==> src/rtl/copperv_fetch.sv <==
// copperv_fetch: credit-limited sequential instruction fetch with a prefetch FIFO and redirect flush.
// Define COPPERV_FETCH_BYPASS_EN to forward a kept response straight to the decoder when the FIFO is empty.
module copperv_fetch #(
  parameter int bus_width = 32,
  parameter int pc_width = 32,
  parameter logic [pc_width-1:0] pc_init = '0,
  parameter int fifo_depth = 4
) (
  input  logic                 clk,
  input  logic                 rst,
  output logic                 i_raddr_valid,
  input  logic                 i_raddr_ready,
  output logic [bus_width-1:0] i_raddr,
  input  logic                 i_rdata_valid,
  output logic                 i_rdata_ready,
  input  logic [bus_width-1:0] i_rdata,
  input  logic                 redirect_valid,
  input  logic [pc_width-1:0]  redirect_pc,
  output logic                 inst_valid,
  input  logic                 inst_ready,
  output logic [bus_width-1:0] inst,
  output logic [pc_width-1:0]  inst_pc
);
  localparam int aw = $clog2(fifo_depth);
  localparam int cw = aw + 1;
  localparam logic [cw:0] depth_l = (cw+1)'(fifo_depth);
  logic [pc_width-1:0] fetch_pc_q, fetch_pc_d, req_addr_q, req_addr_d, resp_pc_q, resp_pc_d, rpc, issue_pc;
  logic req_valid_q, req_valid_d;
  logic [cw-1:0] out_q, out_d, disc_q, disc_d, cnt_q, cnt_d, cnt_eff;
  logic [aw-1:0] rd_q, rd_d, wr_q, wr_d;
  logic [pc_width+bus_width-1:0] mem_q [fifo_depth];
  logic hs, credit, issue, kept, push, pop, byp, empty;
  assign hs = req_valid_q & i_raddr_ready;
  assign rpc = redirect_pc & ~pc_width'(3);
  assign empty = (cnt_q == '0);
  assign kept = i_rdata_valid & ~redirect_valid & (disc_q == '0);
`ifdef COPPERV_FETCH_BYPASS_EN
  assign byp = empty & kept;
`else
  assign byp = 1'b0;
`endif
  assign inst_valid = ~redirect_valid & (~empty | byp);
  assign {inst_pc, inst} = byp ? {resp_pc_q, i_rdata} : mem_q[rd_q];
  assign pop = ~empty & inst_ready & ~redirect_valid;
  assign push = kept & ~(byp & inst_ready);
  // a redirect flushes the FIFO, so its entries no longer hold back credit
  assign cnt_eff = redirect_valid ? '0 : cnt_q;
  assign credit = ({1'b0, cnt_eff} + {1'b0, out_q} + (cw+1)'(req_valid_q)) < depth_l;
  assign issue = credit & (~req_valid_q | hs);
  assign issue_pc = redirect_valid ? rpc : fetch_pc_q;
  assign i_raddr_valid = req_valid_q;
  assign i_raddr = bus_width'(req_addr_q);
  assign i_rdata_ready = 1'b1;
  always_comb begin
    req_valid_d = issue | (req_valid_q & ~hs);
    req_addr_d = issue ? issue_pc : req_addr_q;
    fetch_pc_d = issue ? issue_pc + pc_width'(4) : issue_pc;
    resp_pc_d = redirect_valid ? rpc : (kept ? resp_pc_q + pc_width'(4) : resp_pc_q);
    out_d = out_q + cw'(hs) - cw'(i_rdata_valid);
    disc_d = redirect_valid ? out_q + cw'(req_valid_q) - cw'(i_rdata_valid)
                            : disc_q - cw'(i_rdata_valid & (disc_q != '0));
    cnt_d = redirect_valid ? '0 : cnt_q + cw'(push) - cw'(pop);
    rd_d = redirect_valid ? '0 : rd_q + aw'(pop);
    wr_d = redirect_valid ? '0 : wr_q + aw'(push);
  end
  always_ff @(posedge clk) begin
    if (!rst) begin
      fetch_pc_q <= pc_init;
      req_valid_q <= 1'b0;
      req_addr_q <= pc_init;
      resp_pc_q <= pc_init;
      out_q <= '0;
      disc_q <= '0;
      cnt_q <= '0;
      rd_q <= '0;
      wr_q <= '0;
      for (int i = 0; i < fifo_depth; i++) mem_q[i] <= {pc_init, {bus_width{1'b0}}};
    end else begin
      fetch_pc_q <= fetch_pc_d;
      req_valid_q <= req_valid_d;
      req_addr_q <= req_addr_d;
      resp_pc_q <= resp_pc_d;
      out_q <= out_d;
      disc_q <= disc_d;
      cnt_q <= cnt_d;
      rd_q <= rd_d;
      wr_q <= wr_d;
      if (push) mem_q[wr_q] <= {resp_pc_q, i_rdata};
    end
  end
endmodule
==> config.mk <==
export PLATFORM = sky130hd
export DESIGN_NAME = copperv_fetch
export DESIGN_NICKNAME = d
export VERILOG_FILES = /design/src/rtl/copperv_fetch.sv
export SDC_FILE = /design/constraint.sdc
export NUM_CORES = 1
export LEC_CHECK = 0
export BUFFER_PORTS_ARGS = -buffer_cell sky130_fd_sc_hd__buf_4
export CORE_ASPECT_RATIO = 0.5
export CORE_MARGIN = 1.5
export CORE_UTILIZATION = 30
export DETAILED_ROUTE_END_ITERATION = 10
export GPL_TIMING_DRIVEN = 0
export HOLD_SLACK_MARGIN = 0.05
export PLACE_DENSITY = 0.58
export SKIP_LAST_GASP = 1
export SLEW_MARGIN = 10
export SYNTH_ARGS = -nofsm -noshare
export SYNTH_HDL_FRONTEND = slang
export SYNTH_SLANG_ARGS = --single-unit
==> constraint.sdc <==
create_clock -name clk -period 5.06 [get_ports clk]
set_clock_uncertainty 0.05 [all_clocks]
set_input_delay 0.506 -clock clk [delete_from_list [all_inputs] [get_ports clk]]
set_output_delay 0.506 -clock clk [all_outputs]
set_load 0.05 [all_outputs]
==> impl_metrics.json, run 1 <==
{
  "ys_ff_latch": 356,
  "io-pin-count": 169,
  "grt_use_met2_pct": 28.1,
  "io_buffers": 163,
  "yosys.cell_count.top_type": "edfxtp_1",
  "hold_buffers": 0,
  "grt_pass1_wl_um": 65600,
  "grt_max_degree": 44,
  "synth.avg_cell_area_um2": 12.9,
  "drt_iter0_drc": 694,
  "gp_congestion": 0.821,
  "cts.root.buffer_cell": "clkbuf_16",
  "die-width_um": 333,
  "tightest_slew_ns": 0.925,
  "yosysUniqueCellTypes": 72,
  "rsz0062_at_grt": "no",
  "ctsResizeCount": 0,
  "ys_async_sr_fraction_pct": 0,
  "gr-usage-all-layers_pct": 15.3,
  "antenna_found_initial": 0,
  "drv_cap": 0,
  "setup_viol": 0,
  "first_global_vias": 10900,
  "post_cts_buffers": 0,
  "total_power_mw": 7.62,
  "vias": 10600,
  "synth.cell_area_um2": 16300,
  "nets": 1562,
  "power_frac_seq_pct": 45.7,
  "power_frac_comb_pct": 19.2,
  "synth_flop_cell": "edfxtp_1",
  "synthToLayoutAreaGrowth_pct": 21.0,
  "diodes": 0,
  "cellPowerDensity_nw_per_um2": 386,
  "path_class": "in2reg",
  "post_drt_wl_per_cell_um": 19.6,
  "rows": 60,
  "synth_edf_count": 248,
  "worstPathArrival_ns": 3.54,
  "hpwlAfterDp_um": 29900,
  "max_freq_mhz": 297,
  "yosysTopAreaCellShare_pct": 45.7,
  "drc": 0,
  "pre_cts_ws_ns": 1.15,
  "p_switching_mw": 2.28,
  "clk_pin_slew_ns": 0.06,
  "synthTopCellsByCount": "edfxtp_1 (248), and2_1 (189), dfxtp_1 (108)",
  "dr.pass1.iters": 7,
  "viasPerCell": 4.81,
  "hold_viol": 0,
  "ys_seq_area_share_pct": 58.9,
  "clock_path_buffers": 3,
  "yosys_warnings": 0,
  "dieArea_um2": 55900,
  "core-area_um2": 53800,
  "cts_tree": "yes",
  "met1_usage_pct": 18.5,
  "p_leak_nw": 7.58,
  "grt_busiest_layer": "met2",
  "dp.cells": 2149,
  "overflow": 0,
  "clock_sinks": 356,
  "synth_top_area_cell": "edfxtp_1",
  "cp_max_fo": 43,
  "clk_latency_ns": 0.54,
  "synth_area_leaders": "edfxtp_1 (46%), dfxtp_1 (13%), mux4_2 (8.6%), and2_1 (7.2%), and3_1 (2.3%)",
  "hp-class": "in2reg",
  "syn_inst": 1268,
  "p_sw_share_pct": 29.9,
  "htreeDepth": 2,
  "setup_slack_ns": 1.69,
  "intPower_mw": 5.34,
  "crit_path_start_kind": "input port",
  "drive_gt1_share_pct": 22.4,
  "die_h_um": 168,
  "slew_viol_final": 0,
  "ir_drop_v": 0.000184,
  "postRouteWirelength_um": 43500,
  "post-route-util_pct": 36.7,
  "numCtsBuffers": 38,
  "clockPowerShare_pct": 35.1,
  "detail-route-antenna-nets": 0,
  "final_cell_count_no_fill": 2215,
  "period_needed_ns": 3.37,
  "relSlewSlack_pct": 38.3,
  "grt.met3_usage_pct": 2.28,
  "start_util_pct": 30.3,
  "fin_crit_sh_pct": 66.6,
  "outcome": "finished clean",
  "setup.worst_path.end_class": "flip-flop",
  "required_ns": 5.23,
  "finalSetupTns_ns": 0
}
state kept, by name, indices dropped and copies added (netlist names):
| signal | cells |
|---|---|
| disc_q | 3 |
| resp_pc_q | 30 |
| i_raddr_valid | 1 |
| out_q | 3 |
| fetch_pc_q | 32 |
| wr_q | 2 |
| rd_q | 2 |
| mem_q | 248 |
| i_raddr | 32 |
| cnt_q | 3 |
worst max-delay path: stages:
cell	delay, ns
buf_4	0.14
buf_6	0.15
nor2_1	0.60
nand2_1	0.32
nor3_1	0.51
clkbuf_1	0.47
nand2b_4	0.47
buf_16	0.30
power by group through the flow:
stage | Sequential [mW] | Combinational, mW | Clock (mW)
6_report | 3.48 | 1.46 | 2.67
5_1_grt | 3.51 | 1.56 | 2.83
4_1_cts | 3.49 | 1.48 | 2.72
3_5_place_dp | 3.55 | 1.47 | 0
3_3_place_gp | 3.56 | 1.45 | 0
2_1_floorplan | 3.77 | 0.712 | 0
final timing paths:
path                        start            end  slack (ns)  cells past startpoint
setup / recovery   redirect_valid   mem_q[0][21]        1.69                      8
hold reg to reg     fetch_pc_q[0]  fetch_pc_q[0]        0.39                      2
setup reg to reg        disc_q[1]   mem_q[0][21]        1.90                      6
hold / removal    redirect_pc[30]  resp_pc_q[30]        0.20                      3
area by class of cell:
type                       instances  area [um^2]
multi-input combinational        796         6250
fill                            5263        34000
sequential                       356         9610
inverter                          23         86.3
clock buffer                      54         1070
tap                              713          892
clock inverter                    12          101
timing repair buffer             167         1330
buffer                            94          402
per-stage QoR:
| stage | hold WS (ns) | instance area, um^2 |
|---|---|---|
| after CTS | 0.187 | 19700 |
| after detailed placement | 0.376 | 18600 |
| after floorplan | 0.355 | 16300 |
| final | 0.196 | 19700 |
| after global routing | 0.198 | 19700 |
| after global placement | 0.376 | 18400 |
layout by cell type (no fill, tap or decap), types with 8 or more instances in the layout:
cell type / count
a211oi_1: 36
a21oi_1: 29
and2_1: 189
and3_1: 61
buf_2: 21
buf_4: 167
clkbuf_1: 74
clkbuf_16: 39
dfxtp_1: 108
edfxtp_1: 248
ha_1: 13
inv_1: 23
mux2i_1: 29
mux4_2: 62
nand2_1: 51
nand2b_1: 8
nand3_1: 27
nand4_1: 13
nor2_1: 77
nor3_1: 19
nor4_1: 12
o21ai_0: 31
o31ai_1: 8
xnor2_1: 33
xor2_1: 9
layer usage:
| layer | wire length (um) | part of all wire (%) | up-vias |
|---|---|---|---|
| li1 | - | - | 5079 |
| met1 | 18000 | 41 | 5292 |
| met2 | 22800 | 53 | 213 |
| met3 | 1560 | 3.6 | 63 |
| met4 | 1080 | 2.5 | 0 |
| met5 | 0 | 0 | - |
logic make-up (layout without fill, tap and decap cells):
logic type                 after synthesis  count (layout)  share of synthesized area [%]
and+or+nand+nor                        503             503                           18.0
DFF                                    356             356                           58.9
other                                    2               3                         0.0460
muxes                                   93              93                           10.5
adders and majority gates               16              16                           1.37
xor gates and xnor gates                42              42                           2.25
AOI/OAI and AO/OA                      139             139                           5.97
buffers and inverters                  117             350                           2.99
No activity file was read; power rests on OpenSTA's default activity.
==> inputs of run 2 (changes only) <==
--- a/config.mk
+++ b/config.mk
@@ -12,7 +12,7 @@
 export DETAILED_ROUTE_END_ITERATION = 10
 export GPL_TIMING_DRIVEN = 0
 export HOLD_SLACK_MARGIN = 0.05
-export PLACE_DENSITY = 0.58
+export PLACE_DENSITY = 0.6
 export SKIP_LAST_GASP = 1
 export SLEW_MARGIN = 10
 export SYNTH_ARGS = -nofsm -noshare
==> constraint.sdc (replaced) <==
create_clock -name clk -period 3 [get_ports clk]
set_clock_uncertainty 0.05 [all_clocks]
set_input_delay 0.3 -clock clk [delete_from_list [all_inputs] [get_ports clk]]
set_output_delay 0.3 -clock clk [all_outputs]
set_load 0.05 [all_outputs]
==> impl_metrics.json, run 2 (synthesis results as in run 1) <==
{
  "outcome": "finished with violations",
  "violations": "negative setup slack",
  "drt_iter0_drc": 735,
  "setup_viol": 62,
  "setup_slack_ns": -0.0303,
  "cts_tree": "yes",
  "clock_sinks": 356,
  "overflow": 0,
  "postRouteWirelength_um": 43200,
  "slew_viol_final": 0,
  "cellPowerDensity_nw_per_um2": 635,
  "hpwlAfterDp_um": 29400,
  "cts.root.buffer_cell": "clkbuf_16",
  "drv_cap": 0,
  "hold_viol": 0,
  "fin_crit_sh_pct": 101,
  "ir_drop_v": 0.000341,
  "grt_max_degree": 48,
  "vias": 10800,
  "die_h_um": 168,
  "worst_path_largest_cell_delay_ns": 0.80,
  "crit_chain": "nor4b_4 > nand2_1 > nor3b_2 > nand2b_4 > buf_16",
  "final_cell_mix": "edfxtp_1 (248), and2_1 (189), buf_4 (167), dfxtp_1 (108), nor2_1 (77)",
  "dr.pass1.iters": 5,
  "placed_area_um2": 18600,
  "relSlewSlack_pct": 31.2,
  "critical-path-top-delay-family": "simple AND/OR/NAND/NOR gates",
  "total_power_mw": 12.9,
  "gp_congestion": 0.811,
  "hp-class": "in2reg",
  "final_common_cell": "edfxtp_1",
  "antenna_found_initial": 1,
  "die-width_um": 333,
  "clock_path_buffers": 3,
  "cp_slowest_cell": "nor3b_2",
  "synthToLayoutAreaGrowth_pct": 24.1,
  "period_needed_ns": 3.03,
  "drive_gt1_share_pct": 21.9,
  "io_buffers": 163,
  "post_drt_wl_per_cell_um": 19.0,
  "path_buf_inv": 1,
  "grt_pass1_wl_um": 65400,
  "path_class": "reg2reg",
  "cp_max_fo": 45,
  "dieArea_um2": 55900,
  "htreeDepth": 2,
  "crit_path_start_kind": "flip-flop",
  "gr-usage-all-layers_pct": 15.2,
  "rsz0062_at_grt": "yes",
  "largest_register_ffs": 248,
  "rows": 60,
  "clk_pin_slew_ns": 0.06,
  "viasPerCell": 4.75,
  "detail-route-antenna-nets": 0,
  "first_global_vias": 11000,
  "setup.worst_path.end_class": "flip-flop",
  "p_leak_nw": 7.80,
  "numCtsBuffers": 37,
  "nets": 1612,
  "required_ns": 3.15,
  "io-pin-count": 169,
  "drc": 0,
  "max_freq_mhz": 330,
  "start_util_pct": 30.3,
  "design_area_um2": 20300,
  "worstPathArrival_ns": 3.18,
  "top_register": "mem_q",
  "clk_latency_ns": 0.54,
  "core-area_um2": 53800,
  "tightest_slew_ns": 1.03
}
## run 2: area by class of cell
type                    instances  area, um^2
clock inverters                19         139
flip-flops and latches        356        9610
inverters                      23        86.3
diodes                          1        2.50
multi-input cells             797        6270
well taps                     713         892
clock buffers                  49        1010
repair buffers                217        1830
fillers                      5155       33500
plain buffers                  94         415
## run 2: worst paths after layout
path / from / to / slack (ns) / cells past startpoint
setup / recovery: disc_q[1] / mem_q[1][17] / -0.03 / 5
hold / removal: redirect_pc[19] / resp_pc_q[19] / 0.08 / 3
setup reg to reg: disc_q[1] / mem_q[1][17] / -0.03 / 5
hold reg to reg: fetch_pc_q[1] / fetch_pc_q[1] / 0.39 / 2
## run 2: worst min-delay path, cell delays in order
cell,delay [ns]
buf_4,0.11
o21ai_0,0.09
a21oi_1,0.11
## run 2: repair_timing
item                                   CTS  global route
hold buffers                            50             0
setup endpoints to repair              206           172
buffers inserted                         0             0
gates resized for setup                  4             8
endpoints found under the hold margin  146             0
cloned                                   1             0
## run 2: per-layer routing
layer,up-vias,track usage (%),wire [um]
li1,5183,-,-
met4,0,4.98,1110
met3,68,2.43,1610
met1,5342,18.2,17900
met2,179,27.9,22600
met5,-,0,0
## run 2: through the flow
step / setup TNS, ns / util, % / setup slack [ns] / hold WS (ns) / std cells
6_report: -0.966 / 37.7 / -0.0303 / 0.0791 / 2269
5_1_grt: -22.50 / 37.7 / -0.216 / 0.0780 / 2269
4_1_cts: -13.25 / 37.7 / -0.137 / 0.0583 / 2268
3_5_place_dp: -140.40 / 34.5 / -0.799 / 0.382 / 2149
3_3_place_gp: -346.14 / 34.3 / -1.51 / 0.376 / 2145
2_1_floorplan: 0 / - / 0.328 / 0.355 / 1269
## run 2: where the power goes
part / switching [mW] / internal [mW] / total [mW]
Combinational: 1.69 / 0.828 / 2.52
Clock: 1.91 / 2.55 / 4.47
Sequential: 0.231 / 5.64 / 5.87
Total: 3.83 / 9.02 / 12.9
==> inputs of run 3 (changes only) <==
--- a/config.mk
+++ b/config.mk
@@ -8,11 +8,11 @@
 export BUFFER_PORTS_ARGS = -buffer_cell sky130_fd_sc_hd__buf_4
 export CORE_ASPECT_RATIO = 0.5
 export CORE_MARGIN = 1.5
-export CORE_UTILIZATION = 30
+export CORE_UTILIZATION = 32
 export DETAILED_ROUTE_END_ITERATION = 10
 export GPL_TIMING_DRIVEN = 0
 export HOLD_SLACK_MARGIN = 0.05
-export PLACE_DENSITY = 0.6
+export PLACE_DENSITY = 0.62
 export SKIP_LAST_GASP = 1
 export SLEW_MARGIN = 10
 export SYNTH_ARGS = -nofsm -noshare
==> impl_metrics.json, run 3 (synthesis results as in run 1) <==
{
  "outcome": "finished clean",
  "gr-usage-all-layers_pct": 16.3,
  "htreeDepth": 2,
  "path_class": "reg2out",
  "synthToLayoutAreaGrowth_pct": 24.8,
  "clock_path_buffers": 3,
  "relSlewSlack_pct": 28.3,
  "io-pin-count": 169,
  "p_leak_nw": 7.85,
  "period_needed_ns": 2.94,
  "setup_viol": 0,
  "clockPowerShare_pct": 36.3,
  "final_common_cell": "edfxtp_1",
  "grt_pass1_wl_um": 65000,
  "crit_path_start_kind": "flip-flop",
  "regArea_um2": 9610,
  "detail-route-antenna-nets": 0,
  "clock_sinks": 356,
  "setup.worst_path.end_class": "primary output",
  "cp_slowest_cell": "clkbuf_1",
  "required_ns": 2.65,
  "multi_input_area_um2": 6280,
  "power_frac_seq_pct": 44.6,
  "clk_latency_ns": 0.54,
  "p_sw_share_pct": 29.2,
  "hold_viol": 0,
  "intPower_mw": 9.31,
  "overflow": 0,
  "path_common_cell": "clkbuf_1",
  "post_cts_buffers": 0,
  "crit_chain": "clkbuf_1 > clkbuf_1 > mux4_2 > buf_4",
  "critical-path-top-delay-family": "buffers and inverters",
  "drive_gt1_share_pct": 22.2,
  "cellPowerDensity_nw_per_um2": 646,
  "ir_drop_v": 0.000353,
  "io_buffers": 163,
  "top_register": "mem_q",
  "drt_iter0_drc": 764,
  "dr.pass1.iters": 5,
  "rsz0062_at_grt": "yes",
  "power_frac_comb_pct": 19.1,
  "p_switching_mw": 3.84,
  "dieArea_um2": 52400,
  "start_util_pct": 32.4,
  "max_freq_mhz": 340,
  "drv_cap": 0,
  "cts_tree": "yes",
  "nets": 1614,
  "final_cell_count_no_fill": 2249,
  "gp_congestion": 0.841,
  "grt_max_degree": 41,
  "antenna_found_initial": 1,
  "rows": 58,
  "core-area_um2": 50300,
  "path_buf_inv": 3,
  "slew_viol_final": 0,
  "cts.root.buffer_cell": "clkbuf_16",
  "largest_register_ffs": 248,
  "dp.cells": 2126,
  "first_global_vias": 11100,
  "numCtsBuffers": 38,
  "drc": 0,
  "cp_max_fo": 10,
  "whs_ns": 0.0685,
  "tightest_slew_ns": 1.08,
  "worst_path_largest_cell_delay_ns": 0.66,
  "postRouteWirelength_um": 42500,
  "clk_pin_slew_ns": 0.06,
  "hpwlAfterDp_um": 29200,
  "final.fill_count": 4708,
  "die-width_um": 322,
  "total_power_mw": 13.2,
  "post_drt_wl_per_cell_um": 18.9,
  "finalSetupTns_ns": 0,
  "hp-class": "in2reg",
  "die_h_um": 163,
  "viasPerCell": 4.75,
  "fin_crit_sh_pct": 98.1,
  "final_cell_mix": "edfxtp_1 (248), and2_1 (189), buf_4 (167), dfxtp_1 (108), nor2_1 (77)",
  "vias": 10700,
  "worstPathArrival_ns": 2.59
}
[run 3: worst reg2reg max path, stage by stage, from the launching register on]
cell and delay, ns:
dfxtp_1 0.34, nor4b_4 0.41, nand2_1 0.29, nor3b_4 0.59, nand2b_4 0.55, buf_16 0.30
[run 3: worst paths after layout]
kind                         from             to  slack, ns  cells after the start
hold reg to reg     fetch_pc_q[0]  fetch_pc_q[0]       0.40                      2
setup reg to reg        disc_q[1]   mem_q[1][15]       0.16                      5
setup / recovery          rd_q[1]    inst_pc[30]       0.06                      4
hold / removal    redirect_pc[31]  resp_pc_q[31]       0.07                      3
[run 3: area by class of cell]
type | instances | area share [%]
Buffer | 94 | 2.03
Inverter | 23 | 0.424
Multi-Input combinational cell | 797 | 30.9
Tap cell | 690 | 4.24
Sequential cell | 356 | 47.2
Timing Repair Buffer | 218 | 8.99
Clock buffer | 53 | 5.25
Clock inverter | 17 | 0.996
Antenna cell | 1 | 0.0123
[run 3: layer usage]
metal | track usage [%] | wire length (um) | up-vias
li1 | - | - | 5181
met1 | 19.4 | 17300 | 5238
met2 | 29.9 | 22400 | 203
met3 | 2.71 | 1670 | 58
met4 | 5.36 | 1050 | 0
met5 | 0 | 0 | -
[run 3: power by group through the flow]
| stage | Clock (mW) | Sequential, mW | Combinational (mW) |
|---|---|---|---|
| CTS | 4.85 | 5.87 | 2.54 |
| finish | 4.77 | 5.87 | 2.52 |
| global route | 5.06 | 5.92 | 2.72 |
| floorplan | 0 | 6.35 | 1.20 |
| detailed placement | 0 | 5.97 | 2.47 |
| global placement | 0 | 5.97 | 2.44 |
[run 3: metrics by stage]
step / util [%] / setup slack, ns / area, um^2
after floorplan: - / 0.328 / 16300
after global placement: 36.6 / -1.63 / 18400
after detailed placement: 36.8 / -0.813 / 18500
after CTS: 40.4 / -0.0770 / 20300
after global routing: 40.5 / -0.0193 / 20400
final: 40.5 / 0.0569 / 20400
[run 3: repair_timing]
item                                    in CTS  in global routing
endpoints found under the setup margin     147                146
gates cloned                                 1                  0
resized for setup                            4                  7
hold buffers                                51                  0
hold endpoints to repair                   147                  0
